File: config.mk
export PLATFORM = sky130hd
export DESIGN_NAME = if_stage
export DESIGN_NICKNAME = d
export VERILOG_FILES = /design/src/rtl/riscv_pkg.sv /design/src/rtl/fetch_fifo.sv /design/src/rtl/if_stage.sv
export SDC_FILE = /design/constraint.sdc
export NUM_CORES = 1
export LEC_CHECK = 0
export ABC_CLOCK_PERIOD_IN_PS = 5200
export CAP_MARGIN = 20
export CORE_UTILIZATION = 49
export DETAILED_ROUTE_END_ITERATION = 8
export GPL_ROUTABILITY_DRIVEN = 0
export PLACE_DENSITY = 0.85
export SYNTH_ARGS = -nofsm -noshare
export SYNTH_HDL_FRONTEND = slang
export SYNTH_SLANG_ARGS = --single-unit
export TNS_END_PERCENT = 20
File: constraint.sdc
create_clock -name clk -period 5.2 [get_ports clk]
set_clock_uncertainty 0.2 [all_clocks]
set_input_delay 1.3 -clock clk [delete_from_list [all_inputs] [get_ports clk]]
set_output_delay 1.3 -clock clk [all_outputs]
set_load 0.02 [all_outputs]
File: src/rtl/riscv_pkg.sv
// -----------------------------------------------------------------------------
// riscv_pkg
// Shared RV32 definitions used by the fetch stage and the decode stage:
//   XLEN / ILEN        - datapath and instruction widths (32)
//   NOP_INSTR          - canonical NOP (addi x0, x0, 0)
//   if_state_e         - fetch-stage control states (BOOT, FETCH, DRAIN)
//   imm_src_e          - immediate format selector used by the decoder
//   fetch_entry_t      - one buffered fetch result {pc, instr}
// -----------------------------------------------------------------------------
package riscv_pkg;

  localparam int XLEN = 32;
  localparam int ILEN = 32;

  localparam logic [ILEN-1:0] NOP_INSTR = 32'h0000_0013;

  typedef enum logic [1:0] {
    BOOT  = 2'd0,
    FETCH = 2'd1,
    DRAIN = 2'd2
  } if_state_e;

  typedef enum logic [2:0] {
    IMM_I = 3'b000,
    IMM_S = 3'b001,
    IMM_B = 3'b010,
    IMM_U = 3'b011,
    IMM_J = 3'b100
  } imm_src_e;

  typedef struct packed {
    logic [XLEN-1:0] pc;
    logic [ILEN-1:0] instr;
  } fetch_entry_t;

endpackage

File: src/rtl/fetch_fifo.sv
// -----------------------------------------------------------------------------
// fetch_fifo
// Registered (non fall-through) synchronous FIFO of {pc, instr} pairs that
// buffers fetched instructions in front of decode. A push lands in the
// storage at the clock edge, so data is visible on the head one cycle later.
//
// Ports:
//   clk, rst        - clock, synchronous active-high reset
//   clr             - synchronous flush (empties the FIFO, wins over push/pop)
//   push            - write {push_pc, push_instr}
//   pop             - remove head entry (ignored while empty)
//   count           - number of valid entries
//   head_pc         - PC of the oldest entry
//   head_instr      - instruction word of the oldest entry
// -----------------------------------------------------------------------------
module fetch_fifo
  import riscv_pkg::*;
#(
  parameter int FIFO_DEPTH = 2
) (
  input  logic                         clk,
  input  logic                         rst,
  input  logic                         clr,
  input  logic                         push,
  input  logic [XLEN-1:0]              push_pc,
  input  logic [ILEN-1:0]              push_instr,
  input  logic                         pop,
  output logic [$clog2(FIFO_DEPTH):0]  count,
  output logic [XLEN-1:0]              head_pc,
  output logic [ILEN-1:0]              head_instr
);

  localparam int PTR_W = $clog2(FIFO_DEPTH);
  localparam int CNT_W = PTR_W + 1;

  logic [XLEN-1:0]  pc_mem    [FIFO_DEPTH];
  logic [ILEN-1:0]  instr_mem [FIFO_DEPTH];
  logic [PTR_W-1:0] wr_ptr_reg;
  logic [PTR_W-1:0] rd_ptr_reg;
  logic [CNT_W-1:0] count_reg;

  logic do_push;
  logic do_pop;

  // Popping an empty FIFO is harmless; a push into a full FIFO is only legal
  // together with a pop, which the issue throttle upstream guarantees.
  assign do_push = push & ~clr;
  assign do_pop  = pop & ~clr & (count_reg != '0);

  always_ff @(posedge clk) begin
    if (rst || clr) begin
      wr_ptr_reg <= '0;
      rd_ptr_reg <= '0;
      count_reg  <= '0;
    end else begin
      if (do_push) wr_ptr_reg <= wr_ptr_reg + PTR_W'(1);
      if (do_pop)  rd_ptr_reg <= rd_ptr_reg + PTR_W'(1);
      case ({do_push, do_pop})
        2'b10:   count_reg <= count_reg + CNT_W'(1);
        2'b01:   count_reg <= count_reg - CNT_W'(1);
        default: count_reg <= count_reg;
      endcase
    end
  end

  // Storage is reset so the head reads back as zero straight out of reset.
  for (genvar gi = 0; gi < FIFO_DEPTH; gi++) begin : g_entry
    always_ff @(posedge clk) begin
      if (rst) begin
        pc_mem[gi]    <= '0;
        instr_mem[gi] <= '0;
      end else if (do_push && (wr_ptr_reg == PTR_W'(gi))) begin
        pc_mem[gi]    <= push_pc;
        instr_mem[gi] <= push_instr;
      end
    end
  end

  assign count      = count_reg;
  assign head_pc    = pc_mem[rd_ptr_reg];
  assign head_instr = instr_mem[rd_ptr_reg];

endmodule

File: src/rtl/if_stage.sv
// -----------------------------------------------------------------------------
// if_stage
// RV32 instruction fetch stage. Owns the PC, issues word requests on a
// req/gnt/rvalid instruction-memory interface, buffers returned words with
// their PCs in fetch_fifo and presents them to decode on a valid/ready
// handshake. A redirect flushes everything in flight; responses to requests
// granted before the redirect are counted and discarded in DRAIN.
//
// Parameters:
//   RESET_PC     - first fetch address after reset
//   FIFO_DEPTH   - output buffer entries and max outstanding requests (2^n, >=2)
//
// Ports:
//   clk, rst                      - clock, synchronous active-high reset
//   imem_req / imem_addr          - fetch request and word address
//   imem_gnt                      - request accepted this cycle
//   imem_rvalid / imem_rdata      - in-order response
//   redirect / redirect_pc        - flush and restart at redirect_pc
//   id_valid / id_ready           - handshake to decode
//   id_instr / id_pc              - instruction word and its PC
//   fetch_misalign                - one-cycle pulse: redirect_pc[1:0] != 0
//   perf_fetch_cnt (optional)     - wrapping count of decode handshakes
//   perf_stall_cnt (optional)     - wrapping count of id_ready & !id_valid
//
// Optional feature macro: IF_PERF_CNT_EN adds the two performance counters.
// -----------------------------------------------------------------------------
module if_stage
  import riscv_pkg::*;
#(
  parameter logic [31:0] RESET_PC   = 32'h0000_0000,
  parameter int          FIFO_DEPTH = 2
) (
  input  logic            clk,
  input  logic            rst,
  output logic            imem_req,
  output logic [XLEN-1:0] imem_addr,
  input  logic            imem_gnt,
  input  logic            imem_rvalid,
  input  logic [ILEN-1:0] imem_rdata,
  input  logic            redirect,
  input  logic [XLEN-1:0] redirect_pc,
  output logic            id_valid,
  input  logic            id_ready,
  output logic [ILEN-1:0] id_instr,
  output logic [XLEN-1:0] id_pc,
`ifdef IF_PERF_CNT_EN
  output logic [31:0]     perf_fetch_cnt,
  output logic [31:0]     perf_stall_cnt,
`endif
  output logic            fetch_misalign
);

  localparam int PTR_W = $clog2(FIFO_DEPTH);
  localparam int CNT_W = PTR_W + 1;

  if_state_e        state_reg, state_next;
  logic [XLEN-1:0]  pc_reg;
  logic [CNT_W-1:0] drop_reg, drop_next;
  logic             misalign_reg;

  // In-flight PC queue: PCs of granted requests awaiting their response.
  logic [XLEN-1:0]  ifq_pc_mem [FIFO_DEPTH];
  logic [PTR_W-1:0] ifq_wr_ptr_reg;
  logic [PTR_W-1:0] ifq_rd_ptr_reg;
  logic [CNT_W-1:0] ifq_cnt_reg;

  logic [CNT_W-1:0] fifo_cnt;
  logic [CNT_W:0]   busy;
  logic [CNT_W-1:0] stale_total;
  logic             grant;
  logic             resp_accept;
  logic             id_fire;

  // ---------------------------------------------------------------------------
  // Issue / accept
  // ---------------------------------------------------------------------------
  // Outstanding requests plus buffered words may never exceed the buffer, so
  // every response is guaranteed a FIFO slot when it arrives.
  assign busy        = {1'b0, ifq_cnt_reg} + {1'b0, fifo_cnt};
  assign imem_req    = (state_reg == FETCH) & ~redirect & (busy < (CNT_W+1)'(FIFO_DEPTH));
  assign imem_addr   = pc_reg;
  assign grant       = imem_req & imem_gnt;
  assign resp_accept = imem_rvalid & (state_reg == FETCH) & ~redirect;

  assign id_valid    = (fifo_cnt != '0) & ~redirect;
  assign id_fire     = id_valid & id_ready;

  // Responses still owed after a redirect: everything granted and not yet
  // returned (in-flight queue in FETCH, drop counter in DRAIN), plus a grant
  // this cycle, minus a response this cycle.
  assign stale_total = ifq_cnt_reg + drop_reg + CNT_W'(grant) - CNT_W'(imem_rvalid);

  // ---------------------------------------------------------------------------
  // Control FSM
  // ---------------------------------------------------------------------------
  always_ff @(posedge clk) begin
    if (rst) begin
      state_reg <= BOOT;
      drop_reg  <= '0;
    end else begin
      state_reg <= state_next;
      drop_reg  <= drop_next;
    end
  end

  always_comb begin
    state_next = state_reg;
    drop_next  = drop_reg;
    case (state_reg)
      BOOT:  state_next = FETCH;
      FETCH: state_next = FETCH;
      DRAIN: begin
        if (imem_rvalid && (drop_reg != '0)) drop_next = drop_reg - CNT_W'(1);
        if (drop_next == '0) state_next = FETCH;
      end
      default: state_next = BOOT;
    endcase
    // Redirect overrides any other transition, including one from DRAIN.
    if (redirect) begin
      drop_next  = stale_total;
      state_next = (stale_total != '0) ? DRAIN : FETCH;
    end
  end

  // ---------------------------------------------------------------------------
  // Program counter and misalign flag
  // ---------------------------------------------------------------------------
  always_ff @(posedge clk) begin
    if (rst) begin
      pc_reg       <= {RESET_PC[31:2], 2'b00};
      misalign_reg <= 1'b0;
    end else begin
      misalign_reg <= redirect & (|redirect_pc[1:0]);
      if (redirect)   pc_reg <= {redirect_pc[31:2], 2'b00};
      else if (grant) pc_reg <= pc_reg + 32'd4;
    end
  end

  assign fetch_misalign = misalign_reg;

  // ---------------------------------------------------------------------------
  // In-flight PC queue (grant pushes, accepted response pops, redirect clears)
  // ---------------------------------------------------------------------------
  always_ff @(posedge clk) begin
    if (rst || redirect) begin
      ifq_wr_ptr_reg <= '0;
      ifq_rd_ptr_reg <= '0;
      ifq_cnt_reg    <= '0;
    end else begin
      if (grant)       ifq_wr_ptr_reg <= ifq_wr_ptr_reg + PTR_W'(1);
      if (resp_accept) ifq_rd_ptr_reg <= ifq_rd_ptr_reg + PTR_W'(1);
      case ({grant, resp_accept})
        2'b10:   ifq_cnt_reg <= ifq_cnt_reg + CNT_W'(1);
        2'b01:   ifq_cnt_reg <= ifq_cnt_reg - CNT_W'(1);
        default: ifq_cnt_reg <= ifq_cnt_reg;
      endcase
    end
  end

  for (genvar gi = 0; gi < FIFO_DEPTH; gi++) begin : g_ifq
    always_ff @(posedge clk) begin
      if (rst) begin
        ifq_pc_mem[gi] <= '0;
      end else if (grant && (ifq_wr_ptr_reg == PTR_W'(gi))) begin
        ifq_pc_mem[gi] <= pc_reg;
      end
    end
  end

  // ---------------------------------------------------------------------------
  // Output buffer
  // ---------------------------------------------------------------------------
  fetch_fifo #(
    .FIFO_DEPTH (FIFO_DEPTH)
  ) u_fetch_fifo (
    .clk        (clk),
    .rst        (rst),
    .clr        (redirect),
    .push       (resp_accept),
    .push_pc    (ifq_pc_mem[ifq_rd_ptr_reg]),
    .push_instr (imem_rdata),
    .pop        (id_fire),
    .count      (fifo_cnt),
    .head_pc    (id_pc),
    .head_instr (id_instr)
  );

`ifdef IF_PERF_CNT_EN
  // ---------------------------------------------------------------------------
  // Performance counters (free-running, wrap at 2^32)
  // ---------------------------------------------------------------------------
  logic [31:0] perf_fetch_cnt_reg;
  logic [31:0] perf_stall_cnt_reg;

  always_ff @(posedge clk) begin
    if (rst) begin
      perf_fetch_cnt_reg <= '0;
      perf_stall_cnt_reg <= '0;
    end else begin
      if (id_fire)               perf_fetch_cnt_reg <= perf_fetch_cnt_reg + 32'd1;
      if (id_ready && !id_valid) perf_stall_cnt_reg <= perf_stall_cnt_reg + 32'd1;
    end
  end

  assign perf_fetch_cnt = perf_fetch_cnt_reg;
  assign perf_stall_cnt = perf_stall_cnt_reg;
`endif

endmodule

Word-level counts from Yosys, hierarchy flattened
Memories as Yosys holds them, arrays and structs flattened. A register that Yosys moved wholly into a read port is not among the register bits. Index checks and enable logic that the tools add are counted.

Register bits: 45. Latch bits: 0. Memory bits (writable): 192. Memory bits (read-only): 0. Bits of input ports: 70. Memories kept: 3.

Memory list: ifq_pc_mem (depth 2, width 32, rd ports 1, clocked after memory_dff 1, write ports 2, RTL line if_stage.sv:62) `logic [XLEN-1:0] ifq_pc_mem [FIFO_DEPTH];`; u_fetch_fifo.instr_mem (depth 2, width 32, rd ports 1, clocked after memory_dff 1, write ports 2, RTL line fetch_fifo.sv:37) `logic [ILEN-1:0] instr_mem [FIFO_DEPTH];`; u_fetch_fifo.pc_mem (depth 2, width 32, rd ports 1, clocked after memory_dff 1, write ports 2, RTL line fetch_fifo.sv:36) `logic [XLEN-1:0] pc_mem [FIFO_DEPTH];`.

$add $sub $neg: 14. Multipliers: 0. Divide/modulo/power cells: 0. Magnitude comparators: 1. Equality and inequality tests: 7. Shifts and indexed selects: 0. Mux-type cells: 38. Bitwise logic cells: 20. Reduce and logical (&&, ||, !) cells: 18.

Operators with widths (count): 2-to-1 mux 32 bit (8); adder 32 x 3 -> 32 bit, second input constant (1); 2-to-1 mux 1 bit (20); 2-to-1 mux 2 bit (7); nonzero test 2 bit (7); one-hot mux 2 bit (2 select lines) (3); bitwise AND 1 bit (11); == test 2 x 1 -> 1 bit, second input constant (3); == test 2 bit, second input constant (3); bitwise OR 1 bit (6); OR reduction 2 bit (3); subtractor 2 x 1 -> 2 bit, second input constant (3); logical AND 1 bit (5); adder 1 bit, second input constant (4); adder 2 x 1 -> 2 bit, second input constant (2); zero test 2 bit (2); adder 2 x 2 -> 3 bit (1); < comparator 3 x 2 -> 1 bit, second input constant (1); != test 3 bit, second input constant (1); NOT 1 bit (3); adder 2 x 1 -> 2 bit (1); adder 2 bit (1); subtractor 2 x 1 -> 2 bit (1); logical OR 1 bit (1).

Longest topological paths before layout
Gate-level depths: netlist (run 1).

Depth after elaboration: 9. Gate-level depth with buffers: 12. Depth with buffers taken out: 11.

Cells and area by module
From an unflattened synthesis (run 1), not the netlist that was laid out.

Cells, all modules: 858. Area total of the unflattened synthesis: 10776.6 um2.

By module, submodules not included: fetch_fifo (instances 1, cells each 382, area each 5781.8 um2); if_stage (instances 1, cells each 476, area each 4994.8 um2).

Worst setup path before layout (run 1)
Ideal clock, no wire load.

Path type: input to register. Start point: input redirect. End point: memory u_fetch_fifo.instr_mem[0][0] (enable). Arrival: 4.585 ns. Slack: -0.080 ns. Cell stages on the path: 3. Buffers on the path: 1. Path through: nand4bb_1 -> clkbuf_1 -> o21bai_1.

RTL lines: start, declared (RTL line if_stage.sv:40) `input logic redirect,`; end, declared (RTL line fetch_fifo.sv:37).

Worst setup path after layout (run 1)
Start point: input redirect. End point: output id_valid.

Word-level cells in the longest chain between the ends: 2.

RTL lines: NOT 1 bit (RTL line if_stage.sv:85) `assign id_valid = (fifo_cnt != '0) & ~redirect;`; bitwise AND 1 bit (RTL line if_stage.sv:85); end, declared (RTL line if_stage.sv:42) `output logic id_valid,`.

No other way between the ends.

==> key figures, run 1 <==
Cells and area
  • End-of-flow core utilization: between 60 and 70%
  • Most flop-heavy register: u_fetch_fifo.instr_mem
  • Largest registers: u_fetch_fifo.instr_mem (64), ifq_pc_mem (60), u_fetch_fifo.pc_mem (60)
  • Share of layout cells above drive strength 1: 13.70%
  • Multi-input gate area in the final layout: between 3000 and 4000 sq um
  • Sequential cell area in the final layout: 6427 sq um
  • Max FFs per register: 64
  • Area growth syn-to-layout: 24.54%
  • Number of nets in the finished design: 1062
  • Filler instances: 1622
  • Fin cells: 1275
  • Antenna Diode Count: 0

Route
  • Met3 routed wirelength: 1577 um
  • Routed vias: 7069
  • Count of nets left with antenna violations after detail routing: 0
  • Max layer used: met4
  • Met1 wire length: 9523 um
  • Total Routed Length: 23050 um
  • Detailed-router iteration count before antenna repair: 4
  • Total met2 wirelength after detailed routing: 11560 um
  • DR WL/cell: 18.08 um
  • Detail-routed via count per cell: 5.544
  • Post-route DRC: 0
  • Count of routing violations after the opening detailed-route iteration: 524

Timing
  • Unrepaired setup endpoints after global routing: false
  • Fin. Hold Viols: 0
  • Post-route fraction of the period consumed by the critical path: 82.17%
  • Post-Route Hold Slack: 0.3112 ns
  • Worst-Margin Slew: 0.8518 ns
  • Max-slew violation count: 0
  • Minimum clock period: around 4.3 ns
  • Max-Slew Margin vs Limit: 42.78%
  • Top achievable clock speed: between 200 and 250 MHz
  • # setup viols final: 0
  • Sum Neg Setup Slack: 0 ns

Clock tree
  • Count of hold-fix buffers inserted at cts: 0
  • Number of clock sinks seen by CTS: around 230
  • Clock Pin Slew Worst Setup and Hold Paths: 0.06 ns
  • Post-CTS Setup Bufs: 0
  • H-tree depth: 1
  • Cell chosen for the clock root: sky130_fd_sc_hd__clkbuf_16
  • Number of gates resized after cts: 0
  • Number of buffers added by the clock tree synthesis step: 23
  • Clock buffer depth: 3
  • Clk Latency, worst-skew pair: approximately 0.50 ns
  • TritonCTS clock tree: built

Run status
  • Outcome: finished, final reports clean

Worst setup path
  • CP startpoint kind: input pin
  • Critical setup path kind: in2out
  • Arrival time of the worst setup path: roughly 2.8 ns
  • Standard cell with the maximum stage delay on the critical path: sky130_fd_sc_hd__clkdlybuf4s50_1
  • Worst stage delay on the critical path: 0.55 ns
  • Cell repeated most along the worst path: sky130_fd_sc_hd__clkdlybuf4s50_1
  • Maximum fanout along the worst path: 33
  • Required time of the critical path: roughly 3.7 ns
  • Cell breakdown of the critical path: clkdlybuf4s50_1 > buf_4 > nor2_1 > clkdlybuf4s50_1
  • Bufs and invs on worst path: 3
  • Largest delay contributor family on the critical path: buffers and inverters
  • Endpoint kind of the worst setup timing path: output pin

Floorplan
  • Site Rows: 53
  • Height of the chip: about 150 um
  • Count of boundary I/O pins: 169
  • DIE AREA: 21910 sq um
  • Initial Util: 49.85%
  • Core Box Area: 20960 sq um
  • Die width: ~150 um

Logic synthesis
  • Portion of netlist area occupied by mux cells: 9.558%
  • Yosys synthesis warning count: 0
  • Compound-cell area share of the yosys netlist: under 10%
  • Fraction of the yosys area taken by sequential cells: 61.52%
  • Number of distinct standard cells referenced by the synthesized netlist: 65
  • Largest area contributor in the netlist: sky130_fd_sc_hd__edfxtp_1
  • XOR/XNOR Fraction of Synth Area: ~2%
  • Mapped Avg Cell Area: 12.51 sq um
  • Biggest area contributors in the synthesized netlist: sky130_fd_sc_hd__edfxtp_1 (53%), sky130_fd_sc_hd__dfxtp_1 (8.6%), sky130_fd_sc_hd__mux2_2 (6.7%)
  • Top FF cell, synth: sky130_fd_sc_hd__edfxtp_1
  • Simple-gate share of the synthesized area: between 10% and 20%
  • Top-area cell type share of the netlist area: 52.89%
  • Count of mapped cells out of synthesis: 835
  • Post-synth ARST share: 0%
  • Synthesized flop and latch total: 229
  • Mapped cell area: 10450 sq um
  • Fraction of the mapped netlist area in adder cells: less than 1%
  • Number of flops mapped to enable cells by yosys: 184
  • Dominant combinational cell family by area after synthesis: simple AND/OR/NAND/NOR gates

Pwr
  • Pwr/cell area: slightly above 300 nW/um^2
  • PnR Total Power: 4.034 mW
  • Standby leakage power: 4.715 nW
  • Max VDD drop: ~0.20 mV

GRT
  • GRT Total Usage: 20.78%
  • Remaining Overflow, GRT: 0
  • Pin count of the biggest net entering global routing: 63
  • First-pass GRT wire length: 35910 um
  • Initial antenna violation count: 0
  • Via count of the first global-routing pass: around 6800

Place
  • Placed insts: 1235
  • Hpwl dp: 14900 um
  • Number of buffers inserted by port buffering: 164

Flow run
  • Number of maximum-capacitance constraint violations: 0

Hold path
  • HP Class: reg2reg
==> cell type report <==
type | instances | share of cell area [%]
well taps | 275 | 2.645
flip-flops and latches | 229 | 49.40
clock inverters | 10 | 0.6155
clock buffers | 29 | 4.597
repair buffers | 183 | 13.87
inverters | 13 | 0.3751
multi-input cells | 536 | 28.50
==> power by group <==
| group | internal, mW | total (mW) | switching (mW) |
|---|---|---|---|
| Combinational | 0.190 | 0.406 | 0.216 |
| Clock | 0.861 | 1.51 | 0.653 |
| Sequential | 2.06 | 2.11 | 0.0546 |
==> per-layer routing <==
layer / global-route usage, % / vias to the layer above
met5: 0 / -
met4: 5.515 / 0
met3: 2.994 / 30
met2: 36.36 / 281
met1: 26.94 / 3428
li1: - / 3330
==> cell families (layout without fill, tap and decap cells) <==
kind of cell,count (synthesis),in the layout
XOR/XNOR,24,24
buffers and inverters,73,235
adder cells (fa/ha/maj),6,6
flip-flops,229,229
multiplexers,92,92
AO/OA/AOI/OAI,85,85
AND/OR/NAND/NOR,325,325
other,1,4
==> placed cells by master, fill, tap and decap left out, types with 3 or more instances in the layout <==
cell type	instances
sky130_fd_sc_hd__o211ai_1	3
sky130_fd_sc_hd__or3_1	7
sky130_fd_sc_hd__nand2_1	29
sky130_fd_sc_hd__buf_4	17
sky130_fd_sc_hd__o22ai_1	4
sky130_fd_sc_hd__mux2i_1	30
sky130_fd_sc_hd__clkbuf_16	23
sky130_fd_sc_hd__a22oi_1	3
sky130_fd_sc_hd__ha_1	5
sky130_fd_sc_hd__clkinv_1	3
sky130_fd_sc_hd__edfxtp_1	184
sky130_fd_sc_hd__a21oi_1	15
sky130_fd_sc_hd__dfxtp_1	44
sky130_fd_sc_hd__nor2_1	97
sky130_fd_sc_hd__clkbuf_1	6
sky130_fd_sc_hd__a21o_1	3
sky130_fd_sc_hd__a41oi_1	3
sky130_fd_sc_hd__a31oi_1	22
sky130_fd_sc_hd__xnor2_1	11
sky130_fd_sc_hd__mux2_2	62
sky130_fd_sc_hd__and3_1	34
sky130_fd_sc_hd__and2_1	87
sky130_fd_sc_hd__nand3_1	8
sky130_fd_sc_hd__clkdlybuf4s50_1	164
sky130_fd_sc_hd__inv_1	13
sky130_fd_sc_hd__o21ai_0	11
sky130_fd_sc_hd__clkinv_2	3
sky130_fd_sc_hd__nand4_1	10
sky130_fd_sc_hd__a211oi_1	10
sky130_fd_sc_hd__xor2_1	13
sky130_fd_sc_hd__conb_1	4
sky130_fd_sc_hd__nor3_1	19
==> worst reg2reg max path, delay by kind of cell, from the launching register on <==
| kind | cells | cell delay (ns) |
|---|---|---|
| compound gates | 3 | 0.43 |
| xor+xnor | 1 | 0.14 |
| fa+ha+maj | 2 | 0.77 |
| flops | 1 | 0.39 |
| simple gates | 5 | 1.23 |
==> synthesized netlist by cell type (3+ instances only) <==
library cell and count:
sky130_fd_sc_hd__clkbuf_1 37, sky130_fd_sc_hd__a22oi_1 3, sky130_fd_sc_hd__buf_2 5, sky130_fd_sc_hd__nor2_1 98, sky130_fd_sc_hd__mux2i_1 30, sky130_fd_sc_hd__a211oi_1 10, sky130_fd_sc_hd__o22ai_1 4, sky130_fd_sc_hd__inv_1 13
sky130_fd_sc_hd__nor3_1 20, sky130_fd_sc_hd__a21oi_1 15, sky130_fd_sc_hd__and2_1 87, sky130_fd_sc_hd__a41oi_1 3, sky130_fd_sc_hd__xnor2_1 11, sky130_fd_sc_hd__dfxtp_1 45, sky130_fd_sc_hd__nand2_1 29, sky130_fd_sc_hd__ha_1 5
sky130_fd_sc_hd__buf_1 5, sky130_fd_sc_hd__o21ai_0 11, sky130_fd_sc_hd__o211ai_1 3, sky130_fd_sc_hd__edfxtp_1 184, sky130_fd_sc_hd__or3_1 7, sky130_fd_sc_hd__a21o_1 3, sky130_fd_sc_hd__nand4_1 10, sky130_fd_sc_hd__buf_4 10
sky130_fd_sc_hd__mux2_2 62, sky130_fd_sc_hd__nand3_1 8, sky130_fd_sc_hd__xor2_1 13, sky130_fd_sc_hd__and3_1 34, sky130_fd_sc_hd__a31oi_1 22
==> stage by stage <==
stage                     instance area (sq um)  setup slack (ns)
after floorplan                           10460             1.221
after global placement                    12310            0.9184
after detailed placement                  12320            0.9079
after CTS                                 13000            0.9125
after global routing                      13010            0.8681
final                                     13010            0.9270
==> path summary, 6_finish.rpt <==
kind | to | slack, ns | startpoint | depth (start not counted)
setup reg to reg | state_reg[0] | 2.00 | u_fetch_fifo.count[0] | 11
setup / recovery | id_valid | 0.93 | redirect | 4
hold / removal | flip-flop | 0.31 | ifq_rd_ptr_reg | 2
hold reg to reg | flip-flop | 0.31 | ifq_rd_ptr_reg | 2
No activity file was read; power rests on OpenSTA's default activity.
==> run 2, diff against run 1 <==
Settings changed: ABC_CLOCK_PERIOD_IN_PS 5200 to 3650.
Clock period 5.2 ns to 3.65 ns, I/O delays scaled along.
==> key figures, run 2 (synthesized netlist as in run 1, its figures left out) <==
Run status
  • Outcome: finished, final reports clean

Cells and area
  • Share of layout cells above drive strength 1: 14.84% (+1.1 points)
  • Sequential cell area in the final layout: 6427 sq um (unchanged)
  • Leading cell type in the layout, fill and taps excluded: sky130_fd_sc_hd__edfxtp_1
  • Fin cells: 1286 (+0.86%)
  • Most frequent cells in the layout: sky130_fd_sc_hd__edfxtp_1 (184), sky130_fd_sc_hd__clkdlybuf4s50_1 (163), sky130_fd_sc_hd__nor2_1 (97)
  • Largest registers: u_fetch_fifo.instr_mem (64), ifq_pc_mem (60), u_fetch_fifo.pc_mem (60)
  • Number of nets in the finished design: 1069 (+0.66%)
  • Max FFs per register: 64 (unchanged)
  • Multi-input gate area in the final layout: 3707 sq um (unchanged)
  • Area growth syn-to-layout: 26.10%
  • Final instance area: 13170 sq um (+1.2%)
  • Antenna Diode Count: 0 (unchanged)
  • Most flop-heavy register: u_fetch_fifo.instr_mem
  • Filler instances: 1604 (-1.1%)

Place
  • Placed Instance Area: 12410 sq um (+0.67%)
  • Placed insts: 1242 (+0.57%)
  • Hpwl dp: 15080 um (+1.2%)
  • Number of buffers inserted by port buffering: 164 (unchanged)

Timing
  • Fin. Hold Viols: 0 (unchanged)
  • Top achievable clock speed: 304.3 MHz
  • Unrepaired setup endpoints after global routing: false
  • Sum Neg Setup Slack: 0 ns (unchanged)
  • Worst-Margin Slew: 0.8305 ns (-0.02132 ns)
  • Post-route fraction of the period consumed by the critical path: 90.02%
  • Max-Slew Margin vs Limit: 44.22% (+1.4 points)
  • Max-slew violation count: 0 (unchanged)
  • # setup viols final: 0 (unchanged)
  • Minimum clock period: about 3.3 ns

Clock tree
  • Clock Pin Slew Worst Setup and Hold Paths: 0.06 ns (about the same)
  • Number of buffers added by the clock tree synthesis step: 24 (+4.3%)
  • TritonCTS clock tree: built
  • H-tree depth: 1 (unchanged)
  • Number of clock sinks seen by CTS: 229 (unchanged)
  • Clock buffer depth: 3 (unchanged)
  • Cell chosen for the clock root: sky130_fd_sc_hd__clkbuf_16
  • Post-CTS Setup Bufs: 0 (unchanged)
  • Count of hold-fix buffers inserted at cts: 0 (unchanged)
  • Clk Latency, worst-skew pair: 0.50 ns (about the same)
  • Number of gates resized after cts: 0 (unchanged)

Route
  • Total Routed Length: 23010 um (-0.19%)
  • Count of nets left with antenna violations after detail routing: 0 (unchanged)
  • Detailed-router iteration count before antenna repair: 5 (+1)
  • Detail-routed via count per cell: 5.480 (-1.2%)
  • Routed vias: 7047 (-0.31%)
  • Post-route DRC: 0 (unchanged)
  • DR WL/cell: 17.89 um (-1.0%)
  • Count of routing violations after the opening detailed-route iteration: 518 (-1.1%)

Floorplan
  • Height of the chip: 148.0 um (unchanged)
  • Initial Util: 49.85% (unchanged)
  • DIE AREA: 21910 sq um (unchanged)
  • Die width: 148.0 um (unchanged)
  • Count of boundary I/O pins: 169 (unchanged)
  • Core Box Area: 20960 sq um (unchanged)
  • Site Rows: 53 (unchanged)

GRT
  • First-pass GRT wire length: 36200 um (+0.81%)
  • Initial antenna violation count: 0 (unchanged)
  • Pin count of the biggest net entering global routing: 63 (unchanged)
  • Remaining Overflow, GRT: 0 (unchanged)
  • GRT Total Usage: 20.95% (+0.17 points)
  • Via count of the first global-routing pass: 6989 (+2.3%)

Worst setup path
  • Endpoint kind of the worst setup timing path: output pin
  • Arrival time of the worst setup path: 2.17 ns (-0.60 ns)
  • Maximum fanout along the worst path: 62 (+88%)
  • Critical setup path kind: reg2out
  • Startpoint of the worst register-to-register path: u_fetch_fifo.count[0]
  • Required time of the critical path: 2.54 ns (-1.16 ns)
  • Worst reg-to-reg path cell count: 11 (unchanged)
  • Worst r2r dst: state_reg[0]
  • CP startpoint kind: flip-flop
  • Worst reg-to-reg setup slack: 0.43 ns (-1.57 ns)

Pwr
  • PnR Total Power: 5.908 mW (+46%)
  • Standby leakage power: 4.822 nW (+2.3%)
  • Max VDD drop: 0.3459 mV (+76%)
  • Pwr/cell area: 448.5 nW/um^2 (+45%)

Hold path
  • Startpoint of the most critical hold path: ifq_rd_ptr_reg
  • HP Class: reg2reg
  • Worst hold path depth: 2 (unchanged)

Flow run
  • Number of maximum-capacitance constraint violations: 0 (unchanged)
[run 2: report_power, final]
| group | internal [mW] | switching (mW) | total [mW] |
|---|---|---|---|
| clock network | 1.34 | 0.965 | 2.31 |
| registers | 2.93 | 0.0796 | 3.01 |
| logic | 0.281 | 0.309 | 0.590 |
| total | 4.55 | 1.35 | 5.91 |
[run 2: final cells by class]
class | count | share of cell area, %
Clock inverter | 11 | 0.5129
Inverter | 13 | 0.3704
Clock buffer | 33 | 5.281
Tap cell | 275 | 2.612
Multi-Input combinational cell | 536 | 28.14
Sequential cell | 229 | 48.79
Timing Repair Buffer | 189 | 14.29
[run 2: per-stage QoR]
stage	util (%)	worst slack [ns]	hold slack, ns
after floorplan	-	0.05839	0.2725
after global placement	59.21	0.1447	0.2824
after detailed placement	59.21	0.05881	0.2949
after CTS	62.85	0.02456	0.3097
after global routing	62.86	0.2588	0.3537
final	62.86	0.3641	0.3109
[run 2: worst max-delay path: stages, from the launching register on]
cell                              delay [ns]
sky130_fd_sc_hd__dfxtp_2                0.34
sky130_fd_sc_hd__buf_12                 0.29
sky130_fd_sc_hd__mux2_2                 0.41
sky130_fd_sc_hd__clkdlybuf4s50_1        0.56
[run 2: how the worst max path moves through the flow]
stage,from,endpoint,slack (ns),cells past startpoint
2_1_floorplan,redirect,u_fetch_fifo.instr_mem[1][0],0.06,4
3_3_place_gp,redirect,state_reg[0],0.14,10
3_5_place_dp,redirect,state_reg[0],0.06,10
4_1_cts,u_fetch_fifo.count[0],imem_req,0.02,4
5_1_grt,redirect,id_valid,0.26,3
6_report,flip-flop,id_pc[19],0.36,3
[run 2: layer usage]
layer | share of wire, % | wire length, um | global-route usage (%) | vias up
met5 | 0 | 0 | 0 | -
met3 | 7.1 | 1642 | 2.685 | 39
met1 | 41 | 9458 | 27.62 | 3367
met4 | 2.2 | 514 | 7.113 | 0
met2 | 50 | 11390 | 35.68 | 299
li1 | - | - | - | 3342
==> run 3, diff against run 2 <==
Settings changed: SLEW_MARGIN set to 10.
==> results of run 3 <==
Same layout as run 2: the final DEF is identical, and so are final timing and power.
